$ cat config.mk
export PLATFORM = sky130hd
export DESIGN_NAME = cla5_pipelined_flat
export DESIGN_NICKNAME = d
export VERILOG_FILES = /design/src/rtl/cla_pkg.sv /design/src/rtl/cla5_pipelined_if.sv /design/src/rtl/cla5_lookahead.sv /design/src/rtl/cla5_pipelined.sv /design/src/flat_wrapper.sv
export SDC_FILE = /design/constraint.sdc
export NUM_CORES = 1
export LEC_CHECK = 0
export BUFFER_PORTS_ARGS = -buffer_cell sky130_fd_sc_hd__buf_2
export CAP_MARGIN = 5
export CORE_MARGIN = 2
export CORE_UTILIZATION = 50
export DETAILED_ROUTE_END_ITERATION = 6
export PLACE_DENSITY_LB_ADDON = 0.15
export SYNTH_ARGS = -nofsm -noshare
export SYNTH_HDL_FRONTEND = slang
export SYNTH_SLANG_ARGS = --single-unit
export TNS_END_PERCENT = 10
$ cat constraint.sdc
create_clock -name clk -period 1.55 [get_ports clk]
set_input_delay 0.31 -clock clk [delete_from_list [all_inputs] [get_ports clk]]
set_output_delay 0.31 -clock clk [all_outputs]
set_load 0.02 [all_outputs]
$ cat src/rtl/cla_pkg.sv
// Shared width and operand type for the 5-bit carry-lookahead adder.
package cla_pkg;
    localparam int CLA_W = 5;
    typedef logic [CLA_W-1:0] operand_t;
endpackage

$ cat src/rtl/cla5_pipelined_if.sv
// Operand/result bundle for the pipelined CLA; master drives operands.
interface cla5_pipelined_if;
    import cla_pkg::*;
    operand_t A_in;
    operand_t B_in;
    logic     Cin_in;
    operand_t S_out;
    logic     Cout_out;

    modport master (
        output A_in, B_in, Cin_in,
        input  S_out, Cout_out
    );
    modport slave (
        input  A_in, B_in, Cin_in,
        output S_out, Cout_out
    );
endinterface

$ cat src/rtl/cla5_lookahead.sv
// Combinational lookahead carries, each expanded to sum-of-products
// so no carry depends on another carry.
module cla5_lookahead
    import cla_pkg::*;
(
    input  operand_t   p,
    input  operand_t   g,
    input  logic       cin,
    output logic [5:1] c
);
    always_comb begin
        c[1] = g[0]
             | (p[0] & cin);
        c[2] = g[1]
             | (p[1] & g[0])
             | (p[1] & p[0] & cin);
        c[3] = g[2]
             | (p[2] & g[1])
             | (p[2] & p[1] & g[0])
             | (p[2] & p[1] & p[0] & cin);
        c[4] = g[3]
             | (p[3] & g[2])
             | (p[3] & p[2] & g[1])
             | (p[3] & p[2] & p[1] & g[0])
             | (p[3] & p[2] & p[1] & p[0] & cin);
        c[5] = g[4]
             | (p[4] & g[3])
             | (p[4] & p[3] & g[2])
             | (p[4] & p[3] & p[2] & g[1])
             | (p[4] & p[3] & p[2] & p[1] & g[0])
             | (p[4] & p[3] & p[2] & p[1] & p[0] & cin);
    end
endmodule

$ cat src/rtl/cla5_pipelined.sv
// Three-stage pipelined 5-bit CLA: operand regs, P/G regs, sum regs.
// Results appear two edges after the operands are sampled.
module cla5_pipelined
    import cla_pkg::*;
(
    input  logic             clk,
    input  logic             rst_n,
    cla5_pipelined_if.slave  bus
);
    operand_t   a_q;
    operand_t   b_q;
    logic       cin1_q;
    operand_t   p_q;
    operand_t   g_q;
    logic       cin2_q;
    logic [5:1] c;
    operand_t   s;

    always_ff @(posedge clk) begin
        if (!rst_n) begin
            a_q    <= '0;
            b_q    <= '0;
            cin1_q <= 1'b0;
        end else begin
            a_q    <= bus.A_in;
            b_q    <= bus.B_in;
            cin1_q <= bus.Cin_in;
        end
    end

    always_ff @(posedge clk) begin
        if (!rst_n) begin
            p_q    <= '0;
            g_q    <= '0;
            cin2_q <= 1'b0;
        end else begin
            p_q    <= a_q ^ b_q;
            g_q    <= a_q & b_q;
            cin2_q <= cin1_q;
        end
    end

    cla5_lookahead u_lookahead (
        .p   (p_q),
        .g   (g_q),
        .cin (cin2_q),
        .c   (c)
    );

    // Carry into bit i is cin for i=0, c[i] otherwise.
    assign s = p_q ^ {c[4:1], cin2_q};

    always_ff @(posedge clk) begin
        if (!rst_n) begin
            bus.S_out    <= '0;
            bus.Cout_out <= 1'b0;
        end else begin
            bus.S_out    <= s;
            bus.Cout_out <= c[5];
        end
    end
endmodule

$ cat src/flat_wrapper.sv
// flat-port wrapper written by rule: the top's interface ports become plain ports
module cla5_pipelined_flat import cla_pkg::*;
  (clk, rst_n, bus_A_in, bus_B_in, bus_Cin_in, bus_S_out, bus_Cout_out);
  cla5_pipelined_if bus_i ();
  input  logic clk;
  input  logic rst_n;
  input wire logic [$bits(bus_i.A_in)-1:0] bus_A_in;
  input wire logic [$bits(bus_i.B_in)-1:0] bus_B_in;
  input wire logic [$bits(bus_i.Cin_in)-1:0] bus_Cin_in;
  output wire logic [$bits(bus_i.S_out)-1:0] bus_S_out;
  output wire logic [$bits(bus_i.Cout_out)-1:0] bus_Cout_out;
  assign bus_i.A_in = bus_A_in;
  assign bus_i.B_in = bus_B_in;
  assign bus_i.Cin_in = bus_Cin_in;
  assign bus_S_out = bus_i.S_out;
  assign bus_Cout_out = bus_i.Cout_out;
  cla5_pipelined u_core (.clk(clk), .rst_n(rst_n), .bus(bus_i));
endmodule
After elaboration in Yosys (flattened, before gate mapping)
Cells that the tools add are included.
- bitwise operators: 43
- operators by type and width (operator ; count):
    $and 1x1->1 ; 25
    $or 1x1->1 ; 15
    $xor 5x5->5 ; 2
    $and 5x5->5 ; 1
- register bits after elaboration: 28
- output and inout port bits: 6
- word-level logic and storage cells: 51

Depth between registers and ports, before layout
- word-level depth: 6
- depth in mapped cells: 4
- mapped depth without buffers: 4

Modules after synthesis
From an unflattened synthesis, not the netlist that was laid out.
- cells, all modules: 79
- area total of the unflattened synthesis: 978.4 um^2
- modules (own cells, without submodules) (module ; instances ; cells each ; area an instance (um^2) ; sequential area each (um^2)):
    cla5_pipelined ; 1 ; 68 ; 892.1 ; 560.5
    cla5_lookahead ; 1 ; 11 ; 86.3 ; 0.0

Least setup slack after synthesis
No wires, ideal clock.
- kind: reg2reg
- start point: register u_core.cin2_q
- end point: register u_core.bus.S_out[4]
- setup time: 0.073 ns
- arrival time: 1.035 ns
- required time: 1.477 ns
- path slack: 0.442 ns
- cell stages (with the launch flop): 4
- buffers on the path: 0
- clock period less this slack: 1.108 ns
- cell sequence: dfxtp_1 a211o_1 a2111o_1 o211ai_2
- word-level cells in the longest chain between the ends: 3
- RTL lines (what ; line ; source):
    start: declaration ; cla5_pipelined.sv:15 ; logic cin2_q;
    start signal: assignment ; cla5_pipelined.sv:39 ; cin2_q <= cin1_q;
    $and 1x1->1 ; cla5_lookahead.sv:25 ; | (p[3] & p[2] & p[1] & p[0] & cin);
    $or 1x1->1 ; cla5_lookahead.sv:25 ;
    $xor 5x5->5 ; cla5_pipelined.sv:51 ; assign s = p_q ^ {c[4:1], cin2_q};
    end signal: assignment ; cla5_pipelined.sv:58 ; bus.S_out <= s;
    end: declaration ; cla5_pipelined_if.sv:16 ; output S_out, Cout_out
Every way passes these cells.
A chain may end at the register's enable or synchronous reset.

Worst setup path in the final report
Same ends and word-level chain as after synthesis.

==> results.cfg <==
[global_routing]
pin_count_of_the_biggest_net_entering_global_routing = 19
antenna_found_initial = 0
grt_pass1_vias = 584
global_route.overflow_total = 0
gr_usage_total = 0.146
first_pass_grt_wire_length_um = 2220

[hold_path]
hold_path_class = in -> reg
whs_path_depth = 2
worst_hold_path.endpoint = u_core.b_q[0]$_SDFF_PN0_
hold_path.startpoint = bus_B_in[0]

[clock_tree]
cts_hold_repair.buffers = 0
cts-resized-gates = 0
tritoncts.num_buffers = 3
clockBufferDepth = 2
htreeDepth = 1
numClockSinks = 28
worstSkewPairLatency_ps = 320
post_cts_buffers = 0
clock-root-buffer = sky130_fd_sc_hd__clkbuf_4
path_clk_slew_ps = 140
clock_tree_from_tritoncts = built

[cells_and_area]
area.growth.synth_to_final_pct = 15.2
fillers = 162
final_layout_size_suffix_gt1_frac = 0.240
finish.net_count = 124
layout_commonest_cell = sky130_fd_sc_hd__dfxtp_1
multiInputGateArea_um2 = 382
most-common-layout-cells = 28 x sky130_fd_sc_hd__dfxtp_1, 23 x sky130_fd_sc_hd__and2_1, 18 x sky130_fd_sc_hd__buf_2
area_occupied_by_registers_um2 = 561
antenna_cells_inserted = 0
final_cell_area_um2 = 1110

[synth]
syn_inst = 84
synth_sequential_area_ratio = 0.581
synth_area_per_cell_um2 = 11.5
yosys_warnings = 0
synth_seq_cells = 28
synth_ff_type = sky130_fd_sc_hd__dfxtp_1
synth_cell_types = 23
synth-edff-count = 0
mappedNetlistArea_um2 = 965
async_flop_share = 0
synth_fp_nets = 103

[placed_design]
gp_congestion = 0.782
io_buffers = 18
setup_slack_after_placement_ps = 383
placedInstanceArea_um2 = 1070
detailedPlacementHpwl_um = 990

[timing]
period_needed_ps = 1200
finalHoldViolCount = 0
fmax_mhz = 835
final.period_utilization = 0.772
timing.max_slew.rel_slack = 0.855
timing.final.ws_setup_ps = 353
finalSetupTns_ps = 0
fin_skew_ps = 12.1
timing_max_transition_violations_final = 0
fin_worst_hold_slack_ps = 177
slew_at_the_pin_closest_to_its_max_slew_limit_ps = 218
setup-violations-final = 0
rsz0062_at_grt = no

[critical_path]
critical_path.reg2reg.startpoint = u_core.cin2_q$_SDFF_PN0_
start_kind = register
endpoint_of_the_worst_slack_reg_to_reg_timing_path = u_core.bus.S_out[4]$_SDFF_PN0_
criticalPathCategory = reg -> reg
timing.critical_path.slowest_cell_delay_ps = 380
timing.critical_path.buf_inv = 0
crit_path_top_delay_cell = sky130_fd_sc_hd__a2111o_1
cp_max_fo = 3
setup.worst_path.end_class = register
timing.reg2reg.worst_path_depth = 3
data_arrival_at_the_endpoint_of_the_critical_path_ps = 1450
critical_path_cell_list = a211o_1, a2111o_1, o211ai_2
critPathRequiredTime_ps = 1800
cpLargestDelayFamily = compound AO/OA/AOI/OAI gates
r2r_setup_slack_ps = 350

[die]
die_footprint_um2 = 2300
die_width_um = 47.9
io_pins = 19
core-area_um2 = 1760
num_rows = 15
initial_core_util = 0.547
die_y_um = 47.9

[pwr]
clockPowerShare = 0.281
p_leak_nw = 0.534
seq_power_share = 0.640
pwr_density_cell_nw_per_um2 = 1090
p_int_w = 0.000952
switching_share = 0.214
switchingPower_w = 0.000260
p_comb_frac = 0.079
worst_ir_drop_vdd_mv = 0.613

[drt]
drc = 0
vias_per_cell = 4.71
drt_pre_antenna_iters = 4
drt-initial-drc-count = 3
route.vias.total = 607
postRouteAntennaNets = 0
detail_route.wirelength_um = 1300
wire_length_per_cell_after_detailed_routing_um = 10.1

[run]
cap_violations = 0

[outcome]
run_status = complete, no violations
power by group through the flow:
stage | Clock, W | Sequential, W | Combinational (W)
floorplan | 0 | 0.000799 | 0.0000528
finish | 0.000340 | 0.000775 | 0.0000960
CTS | 0.000351 | 0.000776 | 0.0000979
detailed placement | 0 | 0.000792 | 0.0000977
global placement | 0 | 0.000789 | 0.0000928
global route | 0.000384 | 0.000781 | 0.000110
flip-flops by register name (all words and copies together) (netlist names):
register / flops
u_core.bus.Cout_out: 1
u_core.cin1_q: 1
u_core.bus.S_out: 5
u_core.a_q: 5
u_core.b_q: 5
u_core.cin2_q: 1
u_core.g_q: 5
u_core.p_q: 5
cells in the mapped netlist, types with 2 or more instances:
| cell type | count | area (um^2) |
|---|---|---|
| sky130_fd_sc_hd__ha_1 | 6 | 75.1 |
| sky130_fd_sc_hd__nand3b_1 | 2 | 15.0 |
| sky130_fd_sc_hd__dfxtp_1 | 28 | 561 |
| sky130_fd_sc_hd__and2_1 | 23 | 144 |
| sky130_fd_sc_hd__nor2_1 | 2 | 7.51 |
| sky130_fd_sc_hd__nand2_1 | 3 | 11.3 |
| sky130_fd_sc_hd__a21oi_1 | 2 | 10.0 |
| sky130_fd_sc_hd__a211o_1 | 2 | 17.5 |
| sky130_fd_sc_hd__clkbuf_1 | 2 | 7.51 |
kinds of logic after synthesis:
family                     count (synthesis)  share of synthesized area
buffers and inverters                      4                     0.0233
muxes                                      1                     0.0104
and+or+nand+nor                           34                      0.211
adders and majority gates                  6                     0.0778
DFF                                       28                      0.581
AOI/OAI and AO/OA                         10                     0.0869
xor gates and xnor gates                   1                    0.00908
metrics by stage:
stage	cells	power, W	util
floorplan	84	0.000852	-
global placement	125	0.000882	0.609
detailed placement	125	0.000890	0.609
CTS	129	0.00122	0.630
global route	129	0.00127	0.630
finish	129	0.00121	0.630
layer usage:
layer | GRT usage | vias up | wire length, um
met2 | 0.235 | 18 | 642
met1 | 0.158 | 265 | 580
met5 | 0 | - | 0
met4 | 0.114 | 0 | 15
met3 | 0.0453 | 2 | 63
li1 | - | 322 | -
how the worst max path moves through the flow:
stage / start / endpoint / slack, ps / cells past startpoint
6_report: u_core.cin2_q$_SDFF_PN0_ / u_core.bus.S_out[4]$_SDFF_PN0_ / 350 / 3
5_1_grt: u_core.cin2_q$_SDFF_PN0_ / u_core.bus.S_out[3]$_SDFF_PN0_ / 280 / 3
4_1_cts: u_core.cin2_q$_SDFF_PN0_ / u_core.bus.S_out[4]$_SDFF_PN0_ / 360 / 3
3_5_place_dp: rst_n / u_core.bus.S_out[4]$_SDFF_PN0_ / 380 / 4
3_3_place_gp: u_core.cin2_q$_SDFF_PN0_ / u_core.bus.S_out[4]$_SDFF_PN0_ / 410 / 3
2_1_floorplan: u_core.cin2_q$_SDFF_PN0_ / u_core.bus.S_out[4]$_SDFF_PN0_ / 440 / 3
final cells by class:
type                       instances  share of cell area
timing repair buffer              19              0.0878
sequential                        28               0.505
multi-input combinational         52               0.343
clock buffer                       4              0.0327
tap                               25              0.0282
inverter                           1             0.00338
worst register-to-register path, stage by stage, from the launching register on:
cell and delay (ps):
sky130_fd_sc_hd__dfxtp_1 360, sky130_fd_sc_hd__a211o_1 330, sky130_fd_sc_hd__a2111o_1 380, sky130_fd_sc_hd__o211ai_2 60
No activity file was read; power rests on OpenSTA's default activity.
